$ cat src/rtl/mux_nx1_pipe_hs_if.sv
// Handshake bundle for mux_nx1_pipe_hs: candidate words + select in, selected word out.
// Latency: n/a (wiring only). Backpressure: in_ready/out_ready follow valid/ready rules.
// The slave modport is the mux side; the master modport is the producer/consumer side.
interface mux_nx1_pipe_hs_if #(
    parameter int WIDTH  = 8,
    parameter int NUM_IN = 4
);
    localparam int SEL_W = $clog2(NUM_IN);

    logic [NUM_IN*WIDTH-1:0] in_data;
    logic [SEL_W-1:0]        in_sel;
    logic                    in_valid;
    logic                    in_ready;
    logic [WIDTH-1:0]        out_data;
    logic [SEL_W-1:0]        out_sel;
    logic                    out_valid;
    logic                    out_ready;
    logic                    out_err;
    logic                    err_sticky;

    modport slave (
        input  in_data, in_sel, in_valid, out_ready,
        output in_ready, out_data, out_sel, out_valid, out_err, err_sticky
    );

    modport master (
        output in_data, in_sel, in_valid, out_ready,
        input  in_ready, out_data, out_sel, out_valid, out_err, err_sticky
    );
endinterface

$ cat src/rtl/mux_nx1_pipe_hs.sv
// N-input, W-bit two-stage pipelined mux; optional out-of-range select flagging via MUX_SEL_ERR_EN.
// Latency: 2 cycles from acceptance to out_valid; 1 beat/cycle; at most 2 beats buffered.
// Backpressure: in_ready = stage-1 can advance, passed through combinationally from out_ready.
module mux_nx1_pipe_hs #(
    parameter int WIDTH  = 8,
    parameter int NUM_IN = 4
) (
    input  logic              clk,
    input  logic              rst,
    mux_nx1_pipe_hs_if.slave  bus
);
    localparam int SEL_W = $clog2(NUM_IN);

    logic                    s1_valid;
    logic [SEL_W-1:0]        s1_sel;
    logic [NUM_IN*WIDTH-1:0] s1_data;
    logic [WIDTH-1:0]        s1_word;

    logic                    out_valid_q;
    logic [WIDTH-1:0]        out_data_q;
    logic [SEL_W-1:0]        out_sel_q;

    logic                    s2_adv;
    logic                    s1_adv;

    assign s2_adv       = !out_valid_q || bus.out_ready;
    assign s1_adv       = !s1_valid || s2_adv;
    assign bus.in_ready = s1_adv;

    // Selects with no matching word fall through to the zero default.
    always_comb begin
        s1_word = '0;
        for (int k = 0; k < NUM_IN; k++) begin
            if (s1_sel == SEL_W'(k)) begin
                s1_word = s1_data[k*WIDTH +: WIDTH];
            end
        end
    end

    always_ff @(posedge clk or posedge rst) begin
        if (rst) begin
            s1_valid <= 1'b0;
            s1_sel   <= '0;
            s1_data  <= '0;
        end else if (s1_adv) begin
            s1_valid <= bus.in_valid;
            if (bus.in_valid) begin
                s1_sel  <= bus.in_sel;
                s1_data <= bus.in_data;
            end
        end
    end

    always_ff @(posedge clk or posedge rst) begin
        if (rst) begin
            out_valid_q <= 1'b0;
            out_data_q  <= '0;
            out_sel_q   <= '0;
        end else if (s2_adv) begin
            out_valid_q <= s1_valid;
            if (s1_valid) begin
                out_data_q <= s1_word;
                out_sel_q  <= s1_sel;
            end
        end
    end

    assign bus.out_valid = out_valid_q;
    assign bus.out_data  = out_data_q;
    assign bus.out_sel   = out_sel_q;

`ifdef MUX_SEL_ERR_EN
    logic in_bad;
    logic s1_bad;
    logic out_err_q;
    logic err_sticky_q;

    assign in_bad = {1'b0, bus.in_sel} >= (SEL_W+1)'(NUM_IN);

    always_ff @(posedge clk or posedge rst) begin
        if (rst) begin
            s1_bad       <= 1'b0;
            out_err_q    <= 1'b0;
            err_sticky_q <= 1'b0;
        end else begin
            if (s1_adv && bus.in_valid) begin
                s1_bad <= in_bad;
            end
            // Cleared when the output empties so the flag only ever rides with a valid beat.
            if (s2_adv) begin
                out_err_q <= s1_valid && s1_bad;
            end
            if (s1_adv && bus.in_valid && in_bad) begin
                err_sticky_q <= 1'b1;
            end
        end
    end

    assign bus.out_err    = out_err_q;
    assign bus.err_sticky = err_sticky_q;
`else
    assign bus.out_err    = 1'b0;
    assign bus.err_sticky = 1'b0;
`endif

endmodule

$ cat src/flat_wrapper.sv
// flat-port wrapper written by rule: the top's interface ports become plain ports
module mux_nx1_pipe_hs_flat 
#(
    parameter int WIDTH  = 8,
    parameter int NUM_IN = 4
)
  (clk, rst, bus_in_data, bus_in_sel, bus_in_valid, bus_out_ready, bus_in_ready, bus_out_data, bus_out_sel, bus_out_valid, bus_out_err, bus_err_sticky);
  mux_nx1_pipe_hs_if #(.WIDTH(WIDTH), .NUM_IN(NUM_IN)) bus_i ();
  input  logic clk;
  input  logic rst;
  input wire logic [$bits(bus_i.in_data)-1:0] bus_in_data;
  input wire logic [$bits(bus_i.in_sel)-1:0] bus_in_sel;
  input wire logic [$bits(bus_i.in_valid)-1:0] bus_in_valid;
  input wire logic [$bits(bus_i.out_ready)-1:0] bus_out_ready;
  output wire logic [$bits(bus_i.in_ready)-1:0] bus_in_ready;
  output wire logic [$bits(bus_i.out_data)-1:0] bus_out_data;
  output wire logic [$bits(bus_i.out_sel)-1:0] bus_out_sel;
  output wire logic [$bits(bus_i.out_valid)-1:0] bus_out_valid;
  output wire logic [$bits(bus_i.out_err)-1:0] bus_out_err;
  output wire logic [$bits(bus_i.err_sticky)-1:0] bus_err_sticky;
  assign bus_i.in_data = bus_in_data;
  assign bus_i.in_sel = bus_in_sel;
  assign bus_i.in_valid = bus_in_valid;
  assign bus_i.out_ready = bus_out_ready;
  assign bus_in_ready = bus_i.in_ready;
  assign bus_out_data = bus_i.out_data;
  assign bus_out_sel = bus_i.out_sel;
  assign bus_out_valid = bus_i.out_valid;
  assign bus_out_err = bus_i.out_err;
  assign bus_err_sticky = bus_i.err_sticky;
  mux_nx1_pipe_hs #(.WIDTH(WIDTH), .NUM_IN(NUM_IN)) u_core (.clk(clk), .rst(rst), .bus(bus_i));
endmodule
$ cat config.mk
export PLATFORM = sky130hd
export DESIGN_NAME = mux_nx1_pipe_hs_flat
export DESIGN_NICKNAME = d
export VERILOG_FILES = /design/src/rtl/mux_nx1_pipe_hs_if.sv /design/src/rtl/mux_nx1_pipe_hs.sv /design/src/flat_wrapper.sv
export SDC_FILE = /design/constraint.sdc
export NUM_CORES = 1
export LEC_CHECK = 0
export ABC_AREA = 1
export BUFFER_PORTS_ARGS = -buffer_cell sky130_fd_sc_hd__buf_2
export CAP_MARGIN = 20
export CORE_UTILIZATION = 47
export DETAILED_ROUTE_END_ITERATION = 8
export PLACE_DENSITY = 0.75
export RECOVER_POWER = 50
export SKIP_CTS_REPAIR_TIMING = 1
export SLEW_MARGIN = 10
export SYNTH_ARGS = -nofsm -noshare
export SYNTH_HDL_FRONTEND = slang
export SYNTH_SLANG_ARGS = --single-unit
$ cat constraint.sdc
create_clock -name clk -period 1.27 [get_ports clk]
set_clock_uncertainty 0.15 [all_clocks]
set_input_delay 0 -clock clk [delete_from_list [all_inputs] [get_ports clk]]
set_output_delay 0 -clock clk [all_outputs]
set_load 0.01 [all_outputs]
==> flow_metrics.py <==
metrics = {
    "critical_path": {
        "cp_slowest_cell": "dfrtp_1",
        "cp-end-kind": "flip-flop",
        "crit_required_ps": 1320,
        "critPathLaunchType": "flip-flop",
        "crit_chain": "nand3_4, buf_4, clkbuf_16, nand3_1, nand2_1",
        "critPathArrivalTime_ps": 1350,
        "critPathMaxStageDelay_ps": 410,
        "critical_path_peak_fanout": 11,
        "crit_type": "flip-flop to flip-flop",
    },
    "timing": {
        "whs_ps": -52.2,
        "fin_crit_sh": 1.03,
        "slew-limit-headroom": 0.591,
        "fin_ws_ps": -36.0,
        "fmax_mhz": 766,
        "setup_tns_ps": -74.0,
        "worstMarginPinSlew_ps": 614,
        "hold_violations": 1,
        "rsz0062_at_grt": "yes",
        "min_period_ps": 1310,
        "drv_slew": 0,
        "setup_violations": 9,
    },
    "layout": {
        "antennaDiodeCount": 0,
        "multi_input_area_um2": 845,
        "layout_common_cells": "107 x nand2_1, 49 x nand3_1, 49 x buf_2, 44 x dfrtp_1, 35 x dlygate4sd3_1",
        "nNetsFinal": 386,
        "final_common_cell": "nand2_1",
        "seqCellArea_um2": 1150,
        "n_fill_cell": 305,
        "syn2layout_area_growth_pct": 43.5,
        "drive_gt1_frac": 0.255,
    },
    "pwr": {
        "clkPwrFrac": 0.230,
        "switching_share": 0.326,
        "internal_power_uw": 2730,
        "combPwrFrac": 0.292,
        "ir_drop_mv": 0.632,
        "power.share.sequential": 0.478,
        "p_leak_uw": 0.00160,
        "p_per_area_nw_per_um2": 1360,
        "p_switching_uw": 1320,
    },
    "detailed_routing": {
        "drt-wirelength-per-cell_um": 14.0,
        "drt_iter0_drc": 176,
        "postRouteAntennaNets": 0,
        "drc": 0,
        "dr.pass1.iters": 4,
        "via_count": 2062,
        "viasPerCell": 5.17,
        "routed_wl_um": 5580,
    },
    "logic_synthesis": {
        "post_synth_num_cell_types": 13,
        "synth_area_leaders": "dfrtp_1 55%, nand2_1 20%, nand3_1 12%",
        "syn_area_um2": 2080,
        "netlist_instances": 254,
        "post_synth.cell_area_avg_um2": 8.17,
        "yosysSeqAreaShare": 0.555,
        "yosysTopAreaCell": "dfrtp_1",
        "synth_top_area_share": 0.555,
        "yosys_warnings": 0,
        "yosys_register_bits": 46,
    },
    "clock_network": {
        "cts_tree": "built",
        "ctsHtreeMaxLevel": 2,
        "clockRootBuffer": "clkbuf_8",
        "cts_buffers": 5,
        "insertion_delay_ps": 300,
        "clkTransAtPathRegs_ps": 90,
        "cts_buffer_depth": 2,
        "clock-sinks": 46,
    },
    "hold_path": {
        "hp-class": "primary input to flip-flop",
    },
    "placement": {
        "dpl.hpwl_um": 3220,
        "place.gp.congestion": 0.796,
        "numPortBuffers": 49,
        "dp_slack_ps": -16.1,
    },
    "outcome": {
        "violations": "hold timing, setup timing",
        "outcome": "complete, but fails checks",
    },
    "flow_run": {
        "maxCapViolCount": 0,
    },
    "floorplan": {
        "die_height_um": 68.5,
        "start_util": 0.504,
        "die_area_um2": 4690,
        "coreArea_um2": 4120,
        "num_io_pins": 52,
        "dieWidth_um": 68.5,
        "rows": 23,
    },
    "global_route": {
        "grt_start_max_net_pins": 47,
        "grt_overflow": 0,
        "grt_pass1_wl_um": 7230,
        "grt_pass1_vias": 1657,
        "grt_antenna_before_repair": 0,
        "track_usage": 0.215,
    },
}
==> synthesized netlist by cell type <==
master and number:
nand2_1 108, buf_4 3, buf_6 3, nand3_4 1, dfrtp_1 46, nand3_1 51, inv_1 2, buf_2 11
nand2_4 1, conb_1 1, nor2_1 17, inv_2 1, o21ai_0 9
==> final timing paths <==
kind / start / cells after the start / end / slack (ps)
worst min register to register: u_core.s1_data[11] / 2 / u_core.s1_data[11] / 320
worst min-delay path: bus_out_ready / 5 / u_core.bus.out_valid / -50
max in group asynchronous: rst / 4 / u_core.s1_sel[0] / 230
worst max-delay path: u_core.s1_valid / 5 / u_core.s1_data[6] / -40
min in group asynchronous: rst / 4 / u_core.bus.out_data[1] / 290
worst max register to register: u_core.s1_valid / 5 / u_core.s1_data[6] / -40
==> area by class of cell <==
type,instances,share of cell area
Sequential cell,46,0.387
Multi-Input combinational cell,189,0.283
Timing Repair Buffer,103,0.271
Clock buffer,6,0.0277
Tap cell,50,0.0210
Inverter,3,0.00546
Clock inverter,2,0.00420
==> flip-flops by register name (all words and copies together), names as in the netlist <==
signal / cells
u_core.bus.out_data: 8
u_core.s1_data: 32
u_core.bus.out_sel: 2
u_core.bus.out_valid: 1
u_core.s1_sel: 2
u_core.s1_valid: 1
==> kinds of logic after synthesis <==
| group | share of synthesized area |
|---|---|
| flops | 0.555 |
| compound gates | 0.0217 |
| simple gates | 0.363 |
| other cells | 0.00181 |
| buf+inv | 0.0591 |
==> routing by layer <==
layer / routed length (um) / global-route usage
met1: 2280 / 0.258
met2: 2730 / 0.363
met3: 452 / 0.0550
met4: 112 / 0.0885
met5: 0 / 0
==> per-stage QoR <==
| step | utilization | hold WS, ps | power, uW | instance area (um^2) | instances |
|---|---|---|---|---|---|
| 2_1_floorplan | - | -5.46 | 2520 | 2080 | 255 |
| 3_3_place_gp | 0.582 | -71.5 | 2880 | 2400 | 348 |
| 3_5_place_dp | 0.582 | -63.2 | 2910 | 2400 | 348 |
| 4_1_cts | 0.605 | -393 | 3830 | 2490 | 356 |
| 5_1_grt | 0.724 | -36.8 | 4320 | 2980 | 399 |
| 6_report | 0.724 | -52.2 | 4060 | 2980 | 399 |
==> power by group through the flow <==
| stage | Sequential [uW] | Combinational [uW] | Clock (uW) |
|---|---|---|---|
| finish | 1940 | 1190 | 931 |
| global route | 1970 | 1340 | 1020 |
| global placement | 1940 | 942 | 0 |
| detailed placement | 1950 | 963 | 0 |
| CTS | 1920 | 967 | 946 |
| floorplan | 1960 | 558 | 0 |
==> worst max-delay path, delay by kind of cell (launching register included) <==
family / cells / cell delay [ps]
buf+inv: 2 / 340
simple gates: 3 / 300
flops: 1 / 410
No activity file was read; power rests on OpenSTA's default activity.
